--- src/rtl/traffic_light_controller_pkg.sv ---
// Shared types and timing defaults for the single-road traffic-light sequencer.
package traffic_light_controller_pkg;

  // {Qa,Qb} encoding; 2'b11 is unused and treated as illegal.
  typedef enum logic [1:0] {
    ST_RED    = 2'b00,
    ST_GREEN  = 2'b01,
    ST_YELLOW = 2'b10
  } light_state_t;

  localparam int GREEN_MIN_DEF     = 1;
  localparam int YELLOW_CYCLES_DEF = 1;

  // Dwell counter must reach the larger of the two timing thresholds.
  function automatic int dwell_width(input int green_min, input int yellow_cycles);
    int m;
    m = (green_min > yellow_cycles) ? green_min : yellow_cycles;
    return $clog2(m + 1);
  endfunction

endpackage

--- src/rtl/light_dwell_timer.sv ---
// Clearable saturating dwell counter with green-minimum and yellow-end terminal compares.
module light_dwell_timer
  import traffic_light_controller_pkg::*;
#(
  parameter int GREEN_MIN     = GREEN_MIN_DEF,
  parameter int YELLOW_CYCLES = YELLOW_CYCLES_DEF
) (
  input  logic clk,
  input  logic rst,
  input  logic clr,
  output logic green_done,
  output logic yellow_done
);

  localparam int CW = dwell_width(GREEN_MIN, YELLOW_CYCLES);

  logic [CW-1:0] cnt;

  always_ff @(posedge clk) begin
    if (rst || clr) begin
      cnt <= '0;
    end else if (cnt != '1) begin
      cnt <= cnt + CW'(1);
    end
  end

  // Compared as signed ints so a threshold of zero stays a plain compare.
  always_comb begin
    green_done  = (int'(cnt) >= GREEN_MIN - 1);
    yellow_done = (int'(cnt) == YELLOW_CYCLES - 1);
  end

endmodule

--- src/rtl/traffic_light_controller.sv ---
// RED/GREEN/YELLOW Moore sequencer: B requests go, A requests stop, dwell timer gates exits.
module traffic_light_controller
  import traffic_light_controller_pkg::*;
#(
  parameter int GREEN_MIN     = GREEN_MIN_DEF,
  parameter int YELLOW_CYCLES = YELLOW_CYCLES_DEF
) (
  input  logic CLK,
  input  logic RES1,
  input  logic RES2,
  input  logic A,
  input  logic B,
  output logic Qa,
  output logic Qb,
  output logic red,
  output logic green,
  output logic yellow
);

  light_state_t state;
  logic         rst;
  logic         leave;
  logic         green_done;
  logic         yellow_done;

  assign rst = RES1 | RES2;

  // leave also drives the timer clear, so the count restarts on every state change.
  always_comb begin
    leave = 1'b0;
    case (state)
      ST_RED:    leave = B;
      ST_GREEN:  leave = A & green_done;
      ST_YELLOW: leave = yellow_done;
      default:   leave = 1'b1;
    endcase
  end

  always_ff @(posedge CLK) begin
    if (rst) begin
      state <= ST_RED;
    end else if (leave) begin
      case (state)
        ST_RED:   state <= ST_GREEN;
        ST_GREEN: state <= ST_YELLOW;
        default:  state <= ST_RED;
      endcase
    end
  end

  light_dwell_timer #(
    .GREEN_MIN     (GREEN_MIN),
    .YELLOW_CYCLES (YELLOW_CYCLES)
  ) u_timer (
    .clk         (CLK),
    .rst         (rst),
    .clr         (leave),
    .green_done  (green_done),
    .yellow_done (yellow_done)
  );

  assign Qa     = state[1];
  assign Qb     = state[0];
  assign red    = ~Qa & ~Qb;
  assign green  = ~Qa &  Qb;
  assign yellow =  Qa & ~Qb;

endmodule

--- config.mk ---
export PLATFORM = sky130hd
export DESIGN_NAME = traffic_light_controller
export DESIGN_NICKNAME = d
export VERILOG_FILES = /design/src/rtl/traffic_light_controller_pkg.sv /design/src/rtl/light_dwell_timer.sv /design/src/rtl/traffic_light_controller.sv
export SDC_FILE = /design/constraint.sdc
export NUM_CORES = 1
export LEC_CHECK = 0
export CAP_MARGIN = 40
export CORE_AREA = 2 2 39 41
export CTS_CLUSTER_SIZE = 30
export DETAILED_ROUTE_END_ITERATION = 8
export DIE_AREA = 0 0 41 43
export GPL_TIMING_DRIVEN = 1
export PLACE_DENSITY = 0.41
export SKIP_CTS_REPAIR_TIMING = 1
export SYNTH_ARGS = -nofsm -noshare
export SYNTH_HDL_FRONTEND = slang
export SYNTH_SLANG_ARGS = --single-unit
--- constraint.sdc ---
create_clock -name CLK -period 2.1 [get_ports CLK]
set_input_delay 0.315 -clock CLK [delete_from_list [all_inputs] [get_ports CLK]]
set_output_delay 0.315 -clock CLK [all_outputs]
set_load 0.005 [all_outputs]
Word-level counts from Yosys, hierarchy flattened
Cells that the tools add are included.

operators by class
  bitwise logic cells = 7
  equality and inequality tests = 2
  multiplexer cells = 3
  add/sub/neg operators = 1
  reduce and logical (&&, ||, !) cells = 2

operators by type and width
  kind                 count
  $pmux 2 s2           1
  $and 1x1->1          3
  $not 1->1            3
  $pmux 1 s3           1
  $eq 2x1->1 const B   1
  $eq 2x2->1 const B   1
  $logic_not 2->1      1
  $add 1x1->1 const B  1
  $logic_or 1x1->1     1
  $mux 1               1
  $or 1x1->1           1

storage, ports and cells
  flip-flop bits (word level) = 3
  output and inout bits = 5
  logic and storage cells = 17

Longest topological paths before layout
  word-level depth = 3
  gate-level depth with buffers = 2
  gate-level depth less buffers = 2

By module
A second synthesis with hierarchy kept.

second synthesis, totals
  cells, all modules = 20
  area total of the unflattened synthesis = 155.1 µm²

modules (own cells, without submodules)
  module                    cells an instance  times used  area an instance (µm²)
  traffic_light_controller  15                 1           116.4
  light_dwell_timer         5                  1           38.8

Least setup slack after synthesis
Ideal clock, no wire load.

  kind = register to register
  start point = reg state[0]
  end point = reg u_timer.cnt
  library setup time = 88 ps
  data required time = 2012 ps
  arrival = 876 ps
  path buffers = 0
  stages on the path, launching flop included = 3
  setup slack = 1136 ps
  cells stage by stage = dfxtp_1 mux2_1 o32ai_2

between the ends
  longest elaborated chain between the ends = 3

ends and longest elaborated chain
  item                                RTL line                        source
  start, declared                     traffic_light_controller.sv:20  light_state_t state;
  start signal, assigned              traffic_light_controller.sv:41  state <= ST_RED;
  start signal, assigned              traffic_light_controller.sv:44  ST_RED: state <= ST_GREEN;
  start signal, assigned              traffic_light_controller.sv:45  ST_GREEN: state <= ST_YELLOW;
  $eq 2x2->1 (tied with other cells)  traffic_light_controller.sv:31  case (state)
  $pmux 1 s3 (*)                      traffic_light_controller.sv:31
  $logic_or 1x1->1 (*)                light_dwell_timer.sv:20         if (rst || clr) begin
  end signal, assigned                light_dwell_timer.sv:23         cnt <= cnt + CW'(1);
  end, declared                       light_dwell_timer.sv:17         logic [CW-1:0] cnt;

Mark *: on every way between the ends. The rest lies on a longest branch, timed or not.
A chain may end at the register's enable or synchronous reset.

Worst setup path in the final report
  start point = reg state[0]
  end point = out green

between the ends
  longest elaborated chain between the ends = 1

ends and longest elaborated chain
  item           RTL line                        source
  $and 1x1->1    traffic_light_controller.sv:65  assign green = ~Qa & Qb;
  end, declared  traffic_light_controller.sv:16  output logic green,

Every way passes these cells.

==> results.md <==
* Psw at 0.0000435 W
* Sum of routed wire segments on met1 at 164 microns
* Routed wl met3 at 71 microns
* Synth Cell Area at 160 sq um
* Reg-to-reg endpoint: u_timer.cnt
* Power Density at 647 nW/um^2
* P_leak at 0.102 nW
* Cell area after layout at 297 sq um
* Seq cells post-synth at 3
* Worst-path maximum fanout at 9
* Max layer used: met4
* Vert. Die Dim at 43 microns
* GRT Overall Usage at 0.0571
* Slew of the pin with the lowest slew margin at 0.256 ns
* GP Congestion at 0.609
* Final setup viols at 0
* ANT cells at 0
* Worst R2R Start: state[0]
* Top post-synthesis cells by area: dfxtp_1 (38%), o32ai_2 (10%), nand3b_1 (9.4%)
* CP Launch Type: flop
* Overall routed net length at 371 microns
* Post-route ant nets at 0
* Peak VDD IR at 0.000254 V
* Placed inst area at 270 sq um
* Final Max Slew Viols at 0
* Vias per Instance at 3.61
* First drt pass iteration count at 2
* Root Driver: clkbuf_4
* Core Box Area at 1380 sq um
* WS Path Type: reg -> out
* Top cell type's share of synthesized area at 0.375
* Fmax at 605 MHz
* Depth of the CTS H-tree at 1
* Fin nets at 34
* WL met2 at 126 microns
* CTS tree: yes
* I/O pin count at 10
* End point of the critical path: green
* Crit path time final at 1.65 ns
* Via count at 159
* WP buf/inv at 1
* Row cnt at 14
* Drt initial violations at 1
* Endpoint required time on the critical path at 1.78 ns
* Worst Setup End Kind: output port
* Cells after Synth at 15
* Syn Area/Cell at 10.7 sq um
* Slew HR at 0.829
* Maximum clock insertion buffer count at 2
* Final hold vios at 0
* Crit path from: state[0]
* Clock share of power at 0.548
* Largest net degree at the start of global routing at 10
* Switching share of power at 0.227
* First-pass GRT wire length at 600 microns
* DIE AREA at 1760 sq um
* Worst-Skew Late Latency at 0.24 ns
* Worst path slowest cell: clkdlybuf4s50_1
* DRC violation count after routing at 0
* Max_cap viols at 0
* Vias in the first global route at 146
* Fraction of layout cells with a size suffix above 1 at 0.214
* Post-synth top area cell: dfxtp_1
* Sequential element share of the synthesized area at 0.375
* Worst Clk Skew at 0.00323 ns
* Sequential share of power at 0.322
* Initial Util at 0.116
* Area grow syn2layout at 85.2%
* Initial antenna violation count at 0
* Total CTS buffers at 3
* Crit-path leading delay family: buffers and inverters
* Post-Syn Nets at 20
* Final Cycle Share at 0.787
* Worst EP arrival at 1.34 ns
* Internal cell power at 0.000148 W
* Critical path depth in cells at 2
* Status: complete, no violations
* DR WL/cell at 8.43 microns
* Synth cell types at 11
* Combinational Power Share at 0.130
* Port Buf Inserts at 9
* Worst path cell trace: and2b_1, clkdlybuf4s50_1
* Die width at 41 microns
* Hold/Removal Path Class: reg -> reg
* CTS clock-pin slew for the worst setup and hold paths at 0.04 ns
* Max stage delay on crit path at 0.49 ns
* Setup slack, reg-to-reg at 1.08 ns
* Setup_tns at 0 ns
* Yosys warns at 0
* # clock sinks at 3
* RSZ-0062 raised after global routing: no
* Total congestion overflow at 0
* Reg2Reg Depth at 2
==> cells by family after synthesis <==
family | synth area share
mux | 0.0703
compound gates | 0.203
simple gates | 0.352
flops | 0.375
==> cells in the mapped netlist <==
cell	n
mux2_1	1
a211oi_1	1
and2b_1	1
nand2b_1	2
a21oi_2	1
nand3b_1	2
nor2_1	1
o32ai_2	1
dfxtp_1	3
nor2b_1	1
or3_4	1
==> power groups by stage <==
stage                     Clock [W]  Combinational, W  Sequential, W
after floorplan                   0        0.00000905      0.0000622
after global placement            0         0.0000253      0.0000626
after detailed placement          0         0.0000251      0.0000627
after CTS                  0.000110         0.0000253      0.0000619
after global routing       0.000118         0.0000276      0.0000621
final                      0.000105         0.0000249      0.0000617
==> cell type report <==
class / instances / area [sq um]
fill: 159 / 1090
multi-input combinational: 12 / 100
timing repair buffer: 9 / 90.1
sequential: 3 / 60.1
clock buffer: 4 / 26.3
tap: 16 / 20.0
==> state kept, by name (all words and copies together), names as in the netlist <==
signal / flops
state: 2
u_timer.cnt: 1
==> cell usage in the layout, fill, tap and decap left out, drive strengths merged <==
| cell type | Yosys | final |
|---|---|---|
| clkdlybuf4s50 | 0 | 9 |
| clkbuf | 0 | 4 |
| dfxtp | 3 | 3 |
| nand3b | 2 | 2 |
| nand2b | 2 | 2 |
| nor2 | 1 | 1 |
| and2b | 1 | 1 |
| nor2b | 1 | 1 |
| mux2 | 1 | 1 |
| or3 | 1 | 1 |
| o32ai | 1 | 1 |
| a21oi | 1 | 1 |
| a211oi | 1 | 1 |
==> stage by stage <==
| step | std cells | utilization | power [W] | hold WS, ns | worst slack, ns |
|---|---|---|---|---|---|
| final | 44 | 0.214 | 0.000192 | 0.540 | 0.448 |
| after global routing | 44 | 0.214 | 0.000208 | 0.572 | 0.336 |
| after CTS | 44 | 0.214 | 0.000197 | 0.543 | 0.420 |
| after detailed placement | 40 | 0.195 | 0.0000879 | 0.535 | 0.683 |
| after global placement | 40 | 0.195 | 0.0000879 | 0.514 | 0.678 |
| after floorplan | 15 | - | 0.0000712 | 0.388 | 1.14 |
==> metal layers <==
metal	vias to the layer above	global-route usage
li1	80	-
met1	65	0.0639
met2	12	0.0563
met3	2	0.0524
met4	0	0.0600
met5	-	0
==> how the worst min path moves through the flow <==
| stage | start | to | slack, ns | cells after the start |
|---|---|---|---|---|
| after floorplan | RES1 | state[1] | 0.39 | 1 |
| after global placement | u_timer.cnt | u_timer.cnt | 0.51 | 2 |
| after detailed placement | u_timer.cnt | u_timer.cnt | 0.54 | 2 |
| after CTS | u_timer.cnt | u_timer.cnt | 0.54 | 2 |
| after global routing | u_timer.cnt | u_timer.cnt | 0.57 | 2 |
| final | u_timer.cnt | u_timer.cnt | 0.54 | 2 |
==> worst register-to-register path, delay by kind of cell (launching register included) <==
family	cells	cell delay [ns]
DFF	1	0.45
muxes	1	0.37
AOI/OAI and AO/OA	1	0.11
No activity file was read; power rests on OpenSTA's default activity.
